## config.mk

```make
export PLATFORM = sky130hd
export DESIGN_NAME = axis_tlast_packetizer
export DESIGN_NICKNAME = d
export VERILOG_FILES = /design/src/rtl/axis_tlast_packetizer.sv
export SDC_FILE = /design/constraint.sdc
export NUM_CORES = 1
export LEC_CHECK = 0
export ABC_CLOCK_PERIOD_IN_PS = 3500
export CORE_UTILIZATION = 51
export CTS_CLUSTER_DIAMETER = 80
export DETAILED_ROUTE_END_ITERATION = 7
export GPL_TIMING_DRIVEN = 0
export PLACE_DENSITY = 0.86
export SYNTH_ARGS = -nofsm -noshare
export SYNTH_HDL_FRONTEND = slang
export SYNTH_SLANG_ARGS = --single-unit
```

## constraint.sdc

```tcl
create_clock -name ps_clk -period 3.5 [get_ports ps_clk]
set_input_delay 0.7 -clock ps_clk [delete_from_list [all_inputs] [get_ports ps_clk]]
set_output_delay 0.7 -clock ps_clk [all_outputs]
set_load 0.02 [all_outputs]
```

## src/rtl/axis_tlast_packetizer.sv

```systemverilog
// rtl/axis_tlast_packetizer.sv - AXI-Stream packetizer with programmable TLAST framing, flush and skid-buffered output
//
// Frames an incoming stream into packets of pkt_len beats (0 treated as 1),
// with an early-termination flush. The output stage is an output register
// plus one skid register, so both sides use real valid/ready handshakes and
// the stream runs at one beat per cycle when the sink is always ready.
//
// Ports:
//   ps_clk, rst          clock, synchronous active-high reset
//   pkt_len              beats per packet, sampled on a packet's first beat
//   flush                single-cycle request to end the current packet
//   s_axis_*             upstream slave stream (tdata/tvalid/tready)
//   m_axis_*             downstream master stream (tdata/tkeep/tlast/tvalid/tready)
//   beat_cnt             beats accepted so far in the current packet
//   pkt_cnt              packets completed on the output (wrapping)

module axis_tlast_packetizer #(
    parameter int DATA_WIDTH = 32,
    parameter int LEN_WIDTH  = 16,
    parameter int CNT_WIDTH  = 32
) (
    input  logic                    ps_clk,
    input  logic                    rst,
    input  logic [LEN_WIDTH-1:0]    pkt_len,
    input  logic                    flush,
    input  logic [DATA_WIDTH-1:0]   s_axis_tdata,
    input  logic                    s_axis_tvalid,
    output logic                    s_axis_tready,
    output logic [DATA_WIDTH-1:0]   m_axis_tdata,
    output logic [DATA_WIDTH/8-1:0] m_axis_tkeep,
    output logic                    m_axis_tlast,
    output logic                    m_axis_tvalid,
    input  logic                    m_axis_tready,
    output logic [LEN_WIDTH-1:0]    beat_cnt,
    output logic [CNT_WIDTH-1:0]    pkt_cnt
);

    // Output register and skid register
    logic                  r_out_valid;
    logic                  r_out_last;
    logic [DATA_WIDTH-1:0] r_out_data;
    logic                  r_skid_valid;
    logic                  r_skid_last;
    logic [DATA_WIDTH-1:0] r_skid_data;
    logic                  r_ready;

    // Framing state
    logic [LEN_WIDTH-1:0]  r_beat_cnt;
    logic [LEN_WIDTH-1:0]  r_len_q;
    logic                  r_flush_pending;
    logic [CNT_WIDTH-1:0]  r_pkt_cnt;

    logic                  w_accept;
    logic                  w_out_fire;
    logic                  w_out_free;
    logic [LEN_WIDTH-1:0]  w_len_eff;
    logic [LEN_WIDTH-1:0]  w_beat_next;
    logic                  w_last;

    assign w_accept   = s_axis_tvalid && r_ready;
    assign w_out_fire = r_out_valid && m_axis_tready;
    // Output register can take a new beat this cycle
    assign w_out_free = !r_out_valid || m_axis_tready;

    // On the first beat of a packet the live pkt_len applies; afterwards the
    // latched length, so mid-packet length changes wait for the next packet.
    assign w_len_eff   = (r_beat_cnt == '0) ? ((pkt_len == '0) ? LEN_WIDTH'(1) : pkt_len)
                                            : r_len_q;
    // beat_cnt stays below len_q, so the increment cannot overflow even for
    // an all-ones length.
    assign w_beat_next = r_beat_cnt + LEN_WIDTH'(1);
    assign w_last      = (w_beat_next == w_len_eff) || r_flush_pending || flush;

    always_ff @(posedge ps_clk) begin
        if (rst) begin
            r_out_valid     <= 1'b0;
            r_out_last      <= 1'b0;
            r_out_data      <= '0;
            r_skid_valid    <= 1'b0;
            r_skid_last     <= 1'b0;
            r_skid_data     <= '0;
            r_ready         <= 1'b0;
            r_beat_cnt      <= '0;
            r_len_q         <= '0;
            r_flush_pending <= 1'b0;
            r_pkt_cnt       <= '0;
        end else begin
            // Datapath: ready is registered as "skid empty next cycle", so an
            // accept only ever happens while the skid register is empty.
            r_ready <= 1'b1;
            if (r_skid_valid) begin
                if (w_out_free) begin
                    r_out_valid  <= 1'b1;
                    r_out_data   <= r_skid_data;
                    r_out_last   <= r_skid_last;
                    r_skid_valid <= 1'b0;
                end else begin
                    r_ready <= 1'b0;
                end
            end else if (w_accept) begin
                if (w_out_free) begin
                    r_out_valid <= 1'b1;
                    r_out_data  <= s_axis_tdata;
                    r_out_last  <= w_last;
                end else begin
                    r_skid_valid <= 1'b1;
                    r_skid_data  <= s_axis_tdata;
                    r_skid_last  <= w_last;
                    r_ready      <= 1'b0;
                end
            end else if (w_out_fire) begin
                r_out_valid <= 1'b0;
            end

            // Framing
            if (w_accept) begin
                if (r_beat_cnt == '0) begin
                    r_len_q <= w_len_eff;
                end
                if (w_last) begin
                    r_beat_cnt      <= '0;
                    r_flush_pending <= 1'b0;
                end else begin
                    r_beat_cnt <= w_beat_next;
                end
            end else if (flush && (r_beat_cnt != '0)) begin
                // Flush between beats ends the packet on its next beat;
                // a flush with no open packet is dropped.
                r_flush_pending <= 1'b1;
            end

            if (w_out_fire && r_out_last) begin
                r_pkt_cnt <= r_pkt_cnt + CNT_WIDTH'(1);
            end
        end
    end

    assign s_axis_tready = r_ready;
    assign m_axis_tdata  = r_out_data;
    assign m_axis_tkeep  = '1;
    assign m_axis_tlast  = r_out_last;
    assign m_axis_tvalid = r_out_valid;
    assign beat_cnt      = r_beat_cnt;
    assign pkt_cnt       = r_pkt_cnt;

endmodule

```

* Word-level counts from Yosys, hierarchy flattened
Index checks and enable logic that the tools add are counted.
Widths: inputs -> output; s select.
** Cells by class
- Equal/unequal tests :: 2
- Bitwise gates (word level) :: 2
- Reductions and logical operators :: 18
- Muxes and demuxes :: 24
- Add/sub/neg operators :: 2
** Operators by type and width (count)
- $mux 32 :: 4
- $mux 16 :: 3
- $add 32x1->32 const B :: 1
- $logic_not 16->1 :: 2
- $mux 1 :: 17
- $add 16x1->16 const B :: 1
- $eq 16x16->1 :: 1
- $reduce_bool 16->1 :: 1
- $reduce_and 2->1 :: 3
- $logic_and 1x1->1 :: 4
- $reduce_bool 2->1 :: 2
- $logic_or 1x1->1 :: 3
- $reduce_and 3->1 :: 1
- $reduce_bool 3->1 :: 1
- $ne 2x1->1 const B :: 1
- $not 1->1 :: 2
- $logic_not 1->1 :: 1
** Word-level totals
- Output and inout port bits :: 87
- Word-level logic and storage cells :: 59
- Register bits :: 134
- Input port bits :: 53

* Logic depth before layout (Yosys ltp)
Gate-level depths: netlist (run 1).
- Depth in word-level cells :: 9
- Mapped depth :: 13
- Mapped depth without buffers :: 10

* Worst setup path before layout (run 1)
OpenSTA, ideal clock, no wires.
- Path type :: register -> register
- Start :: register r_beat_cnt[0] (netlist: beat_cnt[0])
- End :: register r_beat_cnt[11] (netlist: beat_cnt[11])
- Setup time :: 0.133 ns
- Clock period less this slack :: 3.182 ns
- Path slack :: 0.318 ns
- Arrival time :: 3.049 ns
- Stages on the path, launching flop included :: 13
- Required time :: 3.367 ns
- Cells stage by stage :: dfxtp_1 > clkbuf_1 > inv_1 > ha_1 > or3b_2 > nor4_4 > mux2i_1 > xnor2_1 > a2111oi_1 > nand4_2 > buf_2 > nand4_1 > a31oi_1
** On the way
- Word-level cells in the longest chain between the ends :: 6
- Elaborated cells on any way between the ends :: 7
- Classes of those cells :: 1 x add/sub; 1 x eq/ne; 2 x mux; 3 x reduce/logical
** Ends and longest elaborated chain
- from (decl) :: line 48 : logic [LEN_WIDTH-1:0] r_beat_cnt;
- from (signal assigned) :: line 124 : r_beat_cnt <= w_beat_next;
- parallel branches: the longest is 5 deep, another holds $add 16x1->16
- $mux 16 * :: line 120 : if (w_last) begin
Mark *: on every way between the ends.
A chain may end at the register's enable or synchronous reset.

* Final worst setup path (run 1)
- Start :: register r_beat_cnt[1] (netlist: beat_cnt[1])
- End :: register r_beat_cnt[0] (netlist: beat_cnt[0])
** On the way
- Word-level cells in the longest chain between the ends :: 6
- Elaborated cells on any way between the ends :: 7
- Classes of those cells :: 1 x add/sub; 1 x eq/ne; 2 x mux; 3 x reduce/logical
** Ends and longest elaborated chain
- parallel branches: the longest is 2 deep, another holds $add 16x1->16
- $eq 16x16->1 * :: line 72 : assign w_last = (w_beat_next == w_len_eff) || r_flush_pending || flush;
- $logic_or 1x1->1 * (2 in series) :: line 72
- $mux 16 * :: line 120
Marked as above.

==> results_dict.tcl, run 1 <==
set metrics [dict create \
    r2r_slack_ns 0.17 \
    rows 40 \
    grt_max_degree 17 \
    maxCapViolations 0 \
    io_buffer_count 134 \
    fin_nets 1005 \
    avgSynthCellArea_um2 8.200 \
    dp.cells 1092 \
    clkTransAtPathRegs_ns 0.06 \
    holdPathStages 2 \
    vias_per_cell 5.477 \
    synth_compound_area_share_pct 13.67 \
    min_to "r_len_q[11]$_SDFFE_PP0P_" \
    ir_worst_vdd_uv 358.2 \
    ys_async_sr_fraction_pct 0 \
    hold_class "reg2reg" \
    r2r_cells 10 \
    drtIter0Drc 432 \
    synth_top_family_by_area "simple AND/OR/NAND/NOR gates" \
    fmax_ghz 0.3005 \
    gr-total-overflow 0 \
    cts_tree "built" \
    first_pass_iters 6 \
    final_cell_mix "nand2_1, clkdlybuf4s50_1, dfxtp_1" \
    final_area_um2 8718 \
    rr_endpoint "beat_cnt[0]$_SDFFE_PP0P_" \
    synth_fa_ha_area_share_pct 0.5816 \
    gp_congestion 0.9492 \
    critPathLaunchType "flip-flop" \
    post_synth_xor_area_fraction_pct 7.619 \
    ant_nets 0 \
    initial_core_util_pct 53.07 \
    pin_count 140 \
    hp-start "r_len_q[11]$_SDFFE_PP0P_" \
    crit_required_ns 3.77 \
    dieArea_um2 13110 \
    maxSlewViolCount 0 \
    cts_htree_levels 4 \
    ys_ff_latch 134 \
    status "complete, no violations" \
    final.setup.tns_ns 0 \
    dpl_cell_area_um2 8016 \
    die_h_um 114.5 \
    grt_antenna_before_repair 0 \
    mostFrequentLayoutCell "nand2_1" \
    syn-cell-area_um2 6454 \
    avgRoutedWirePerCell_um 15.73 \
    hold_slack_ns 0.4520 \
    yosys_warnings 0 \
    worst_setup_path_end_kind "flip-flop" \
    synth_cell_types 50 \
    synth_area_leaders "dfxtp_1, nand2_1, mux2i_1" \
    fin_crit_ns 3.328 \
    postSynthCellCount 787 \
    cts_buffer_depth 2 \
    tightest_slew_ns 0.8498 \
    layout.cells.non_filler 1130 \
    insertion_delay_ns 0.42 \
    antenna_cells 0 \
    fin_skew_ns 0.003706 \
    setup-violations-final 0 \
    finalCritPeriodShare_pct 95.07 \
    cp_max_fo 8 \
    clockRootBuffer "clkbuf_16" \
    synth_area_leader_cell "dfxtp_1" \
    synth_top_area_share_pct 41.57 \
    drcViolationCount 0 \
    totalWireLength_mm 17.77 \
    area_growth_pct 35.09 \
    synth_ff_type "dfxtp_1" \
    arrival_ns 3.60 \
    cts_hold_buf 0 \
    synth-seq-area-share_pct 41.57 \
    grt_pass1_vias 5944 \
    cts_buffers 17 \
    grtUsageTotal_pct 27.91 \
    grt_pass1_wl_mm 28.64 \
    path_class "reg2reg" \
    cts_sinks 134 \
    power.leakage_nw 2.988 \
    fp.coreArea_um2 12160 \
    fillCellCount 959 \
    slew_headroom_pct 42.91 \
    hold_violations 0 \
    synth_edf_count 0 \
    drive_gt1_share_pct 6.965 \
    vias 6189 \
    die_w_um 114.5 \
    r2r-start "beat_cnt[1]$_SDFFE_PP0P_" \
    synthSimpleGateAreaFrac_pct 24.35 \
    rsz0062_at_grt "false" \
    p_per_area_nw_per_um2 441.9 \
    synthMuxAreaShare_pct 7.018 \
    dpl.hpwl_mm 12.63 \
]
-- cell usage after synthesis (3+ instances only) --
cell type	number
nand2_1	135
dfxtp_1	134
nor2_1	76
a21oi_1	69
clkbuf_1	50
mux2i_1	43
a211oi_1	33
xor2_1	27
xnor2_1	24
nand4_1	23
nand3_1	21
nor3_1	19
or3_1	11
inv_1	10
nor4_1	9
a31oi_1	8
o211ai_1	8
o21ai_0	8
and4_1	7
nand2b_1	7
buf_1	6
and2_1	5
and3_1	5
nor2b_1	5
buf_2	4
buf_4	4
or4_1	4
buf_6	3
ha_1	3
-- power by group --
group          switching [W]  internal (W)
Sequential         0.0000279       0.00157
Clock               0.000698       0.00117
Combinational       0.000210      0.000181
Total               0.000936       0.00292
-- area by class of cell --
type | count | area [um2] | area share, %
multi-input combinational | 579 | 3463 | 39.72
buffer | 66 | 297.8 | 3.416
sequential | 134 | 2686 | 30.81
timing repair buffer | 141 | 1398 | 16.03
clock inverter | 13 | 172.7 | 1.980
inverter | 10 | 37.54 | 0.4305
clock buffer | 19 | 452.9 | 5.195
tap | 168 | 210.2 | 2.411
-- routing by layer --
layer  wire (um)  vias up  GRT usage, %
met4         272        0         8.398
met5           0        -             0
li1            -     3055             -
met1        7458     2849         33.77
met2        8447      256         47.35
met3        1594       29         8.735
-- logic make-up (layout without fill, tap and decap cells) --
group / Yosys count / in the layout
AOI/OAI and AO/OA: 140 / 140
xor gates and xnor gates: 53 / 53
adders and majority gates: 3 / 3
buffers and inverters: 77 / 249
DFF: 134 / 134
muxes: 45 / 45
other: 1 / 4
and+or+nand+nor: 334 / 334
-- worst max-delay path, stage by stage, from the launching register on --
cell and delay (ns):
dfxtp_1 0.48, ha_1 0.21, clkbuf_1 0.34, nand4_1 0.24, nor2_1 0.56, nand2_1 0.19
a2111oi_2 0.42, nand4_2 0.30, buf_4 0.26, nand4_1 0.11, a21oi_1 0.08
-- flip-flops by register name, indices dropped and copies added, names as in the netlist --
register and cells:
s_axis_tready 1, m_axis_tlast 1, m_axis_tdata 32, r_flush_pending 1, r_skid_last 1, m_axis_tvalid 1, r_skid_data 32, beat_cnt 16
r_len_q 16, r_skid_valid 1, pkt_cnt 32
-- through the flow --
| stage | power, W | setup WS [ns] | utilization [%] |
|---|---|---|---|
| after global placement | 0.002006 | -0.2748 | 65.92 |
| after global routing | 0.003972 | 0.02103 | 71.69 |
| final | 0.003853 | 0.1724 | 71.69 |
| after floorplan | 0.001830 | 0.3183 | - |
| after CTS | 0.003863 | 0.08665 | 71.40 |
| after detailed placement | 0.002012 | -0.2323 | 65.92 |
-- repair_timing --
| item | in CTS | in global routing |
|---|---|---|
| endpoints found under the hold margin | 0 | 0 |
| pin swaps | 2 | 3 |
| cloned | 0 | 1 |
| endpoints found under the setup margin | 18 | 18 |
| setup buffers | 5 | 1 |
| resized for setup | 2 | 10 |
-- worst max-delay path by stage --
stage,from,endpoint,slack (ns),cells past startpoint
global route,beat_cnt[10]$_SDFFE_PP0P_,r_skid_last$_SDFFE_PP0P_,0.02,10
global placement,beat_cnt[0]$_SDFFE_PP0P_,beat_cnt[11]$_SDFFE_PP0P_,-0.27,12
detailed placement,beat_cnt[0]$_SDFFE_PP0P_,beat_cnt[4]$_SDFFE_PP0P_,-0.23,12
CTS,beat_cnt[0]$_SDFFE_PP0P_,beat_cnt[12]$_SDFFE_PP0P_,0.09,13
finish,beat_cnt[1]$_SDFFE_PP0P_,beat_cnt[0]$_SDFFE_PP0P_,0.17,10
floorplan,beat_cnt[0]$_SDFFE_PP0P_,beat_cnt[11]$_SDFFE_PP0P_,0.32,12
Power figures use the tool's default switching activity.
==> run 2, diff against run 1 <==
--- a/config.mk
+++ b/config.mk
@@ -5,7 +5,8 @@
 export SDC_FILE = /design/constraint.sdc
 export NUM_CORES = 1
 export LEC_CHECK = 0
-export ABC_CLOCK_PERIOD_IN_PS = 3500
+export ABC_CLOCK_PERIOD_IN_PS = 3350
+export CORE_ASPECT_RATIO = 2
 export CORE_UTILIZATION = 51
 export CTS_CLUSTER_DIAMETER = 80
 export DETAILED_ROUTE_END_ITERATION = 7
==> constraint.sdc (replaced) <==
create_clock -name ps_clk -period 3.35 [get_ports ps_clk]
set_input_delay 0.67 -clock ps_clk [delete_from_list [all_inputs] [get_ports ps_clk]]
set_output_delay 0.67 -clock ps_clk [all_outputs]
set_load 0.02 [all_outputs]
==> run 2 against run 1 <==
Effect of this change:
- global-route usage is 4.5 points higher
- routed wire length is 15% higher
- highest routed layer unchanged
- sequential share of layout area is 0.23 points lower
==> results_dict.tcl, run 2 (synthesized netlist as in run 1, its figures left out) <==
set metrics [dict create \
    setup-violations-final 0 \
    dpl_cell_area_um2 7990 \
    cp_cell_sequence "or4_4 -> nor4_4 -> buf_6 -> buf_4 -> buf_4 -> mux2i_4 -> xnor2_2 -> a2111oi_4 -> nand4_4 -> buf_6 -> o211ai_1 -> a21oi_1" \
    fin_skew_ns 0.01255 \
    critPathLaunchType "flip-flop" \
    holdPathStages 2 \
    initial_core_util_pct 52.61 \
    slew_headroom_pct 41.76 \
    final_cell_mix "nand2_1, clkdlybuf4s50_1, dfxtp_1" \
    grt_pass1_wl_mm 32.04 \
    die_h_um 161.1 \
    mostFrequentLayoutCell "nand2_1" \
    cts_buffers 17 \
    min_to "r_skid_data[11]$_SDFFE_PP0P_" \
    cp_max_fo 8 \
    ant_nets 0 \
    vias_per_cell 5.859 \
    antenna_cells 0 \
    io_buffer_count 134 \
    fp.coreArea_um2 12270 \
    rsz0062_at_grt "false" \
    vias 6515 \
    cp_slowest_cell "or4_4" \
    path_class "reg2reg" \
    cts_hold_buf 0 \
    p_per_area_nw_per_um2 450.0 \
    crit_required_ns 3.64 \
    drive_gt1_share_pct 8.083 \
    clockRootBuffer "clkbuf_16" \
    ir_worst_vdd_uv 461.3 \
    dpl.hpwl_mm 14.53 \
    postLayoutCoreUtil_pct 71.54 \
    finalCritPeriodShare_pct 97.20 \
    grt_antenna_before_repair 0 \
    die_w_um 81.55 \
    cts_buffer_depth 2 \
    fmax_ghz 0.3071 \
    clkTransAtPathRegs_ns 0.07 \
    hold_class "reg2reg" \
    drtIter0Drc 427 \
    first_pass_iters 6 \
    avgRoutedWirePerCell_um 18.40 \
    status "complete, no violations" \
    gp_congestion 0.9413 \
    cts_htree_levels 4 \
    maxSlewViolCount 0 \
    slowest_delay_ns 0.57 \
    maxCapViolations 0 \
    fillCellCount 927 \
    power.leakage_nw 3.007 \
    hp-start "r_skid_data[11]$_SDFFE_PP0P_" \
    r2r-start "beat_cnt[10]$_SDFFE_PP0P_" \
    grt_max_degree 17 \
    arrival_ns 3.54 \
    fin_crit_ns 3.256 \
    rr_endpoint "beat_cnt[9]$_SDFFE_PP0P_" \
    pin_count 140 \
    grt_pass1_vias 6531 \
    insertion_delay_ns 0.43 \
    gr-total-overflow 0 \
    cts_tree "built" \
    rows 57 \
    final_area_um2 8776 \
    r2r_cells 12 \
    area_growth_pct 35.98 \
    dieArea_um2 13140 \
    drcViolationCount 0 \
    r2r_slack_ns 0.09 \
    worst_setup_path_end_kind "flip-flop" \
    cts_sinks 134 \
    fin_nets 1008 \
    tightest_slew_ns 0.8670 \
    totalWireLength_mm 20.47 \
    grtUsageTotal_pct 32.36 \
    hold_violations 0 \
]
[run 2: worst max-delay path: cells and delay by family (launching register included)]
family	cells	cell delay [ns]
flops	1	0.44
mux	1	0.24
simple gates	3	1.10
compound gates	3	0.60
buf+inv	4	0.62
xor+xnor	1	0.12
[run 2: per-layer routing]
metal / global-route usage (%) / vias up / part of all wire [%]
li1: - / 3054 / -
met5: 0 / - / 0
met2: 57.16 / 264 / 54
met3: 8.136 / 99 / 5.6
met4: 24.84 / 0 / 7.1
met1: 30.36 / 3098 / 33
[run 2: area by class of cell]
class                   instances  area, um2  share of cell area (%)
flip-flops and latches        134       2684                   30.58
repair buffers                145       1425                   16.24
clock inverters                15      157.7                   1.796
clock buffers                  17      425.4                   4.847
inverters                      10      37.54                  0.4277
well taps                     147      183.9                   2.096
multi-input cells             579       3555                   40.50
plain buffers                  65      307.8                   3.507
[run 2: repair_timing]
action,in CTS,in global routing
gates resized for setup,13,13
pin swaps,5,3
endpoints found under the setup margin,18,18
buffers inserted,8,2
gates cloned,1,0
[run 2: through the flow]
step | setup slack [ns] | instances | hold slack, ns | total power [W] | setup TNS [ns]
global placement | -0.4652 | 1071 | 0.4371 | 0.002106 | -7.930
CTS | 0.008568 | 1112 | 0.4553 | 0.003941 | 0
detailed placement | -0.4823 | 1071 | 0.4465 | 0.002113 | -8.137
finish | 0.09390 | 1112 | 0.4575 | 0.003950 | 0
floorplan | 0.1683 | 790 | 0.4312 | 0.001912 | 0
global route | 0.004244 | 1112 | 0.4714 | 0.004056 | 0
[run 2: how the worst max path moves through the flow]
stage                                         start  slack (ns)                        end  cells after the start
final                     beat_cnt[10]$_SDFFE_PP0P_        0.09   beat_cnt[9]$_SDFFE_PP0P_                     12
after CTS                 beat_cnt[10]$_SDFFE_PP0P_       0.009   beat_cnt[9]$_SDFFE_PP0P_                     11
after floorplan            beat_cnt[0]$_SDFFE_PP0P_        0.17  beat_cnt[11]$_SDFFE_PP0P_                     12
after global routing       beat_cnt[0]$_SDFFE_PP0P_       0.004   beat_cnt[9]$_SDFFE_PP0P_                     14
after detailed placement   beat_cnt[0]$_SDFFE_PP0P_       -0.48  beat_cnt[10]$_SDFFE_PP0P_                     12
after global placement     beat_cnt[0]$_SDFFE_PP0P_       -0.47  beat_cnt[14]$_SDFFE_PP0P_                     12
[run 2: power by group]
part	switching, W	internal [W]	total, W	leakage, nW
clock network	0.000836	0.000998	0.00183	0.290
logic	0.000245	0.000201	0.000446	1.63
registers	0.0000309	0.00164	0.00167	1.09
total	0.00111	0.00284	0.00395	3.01
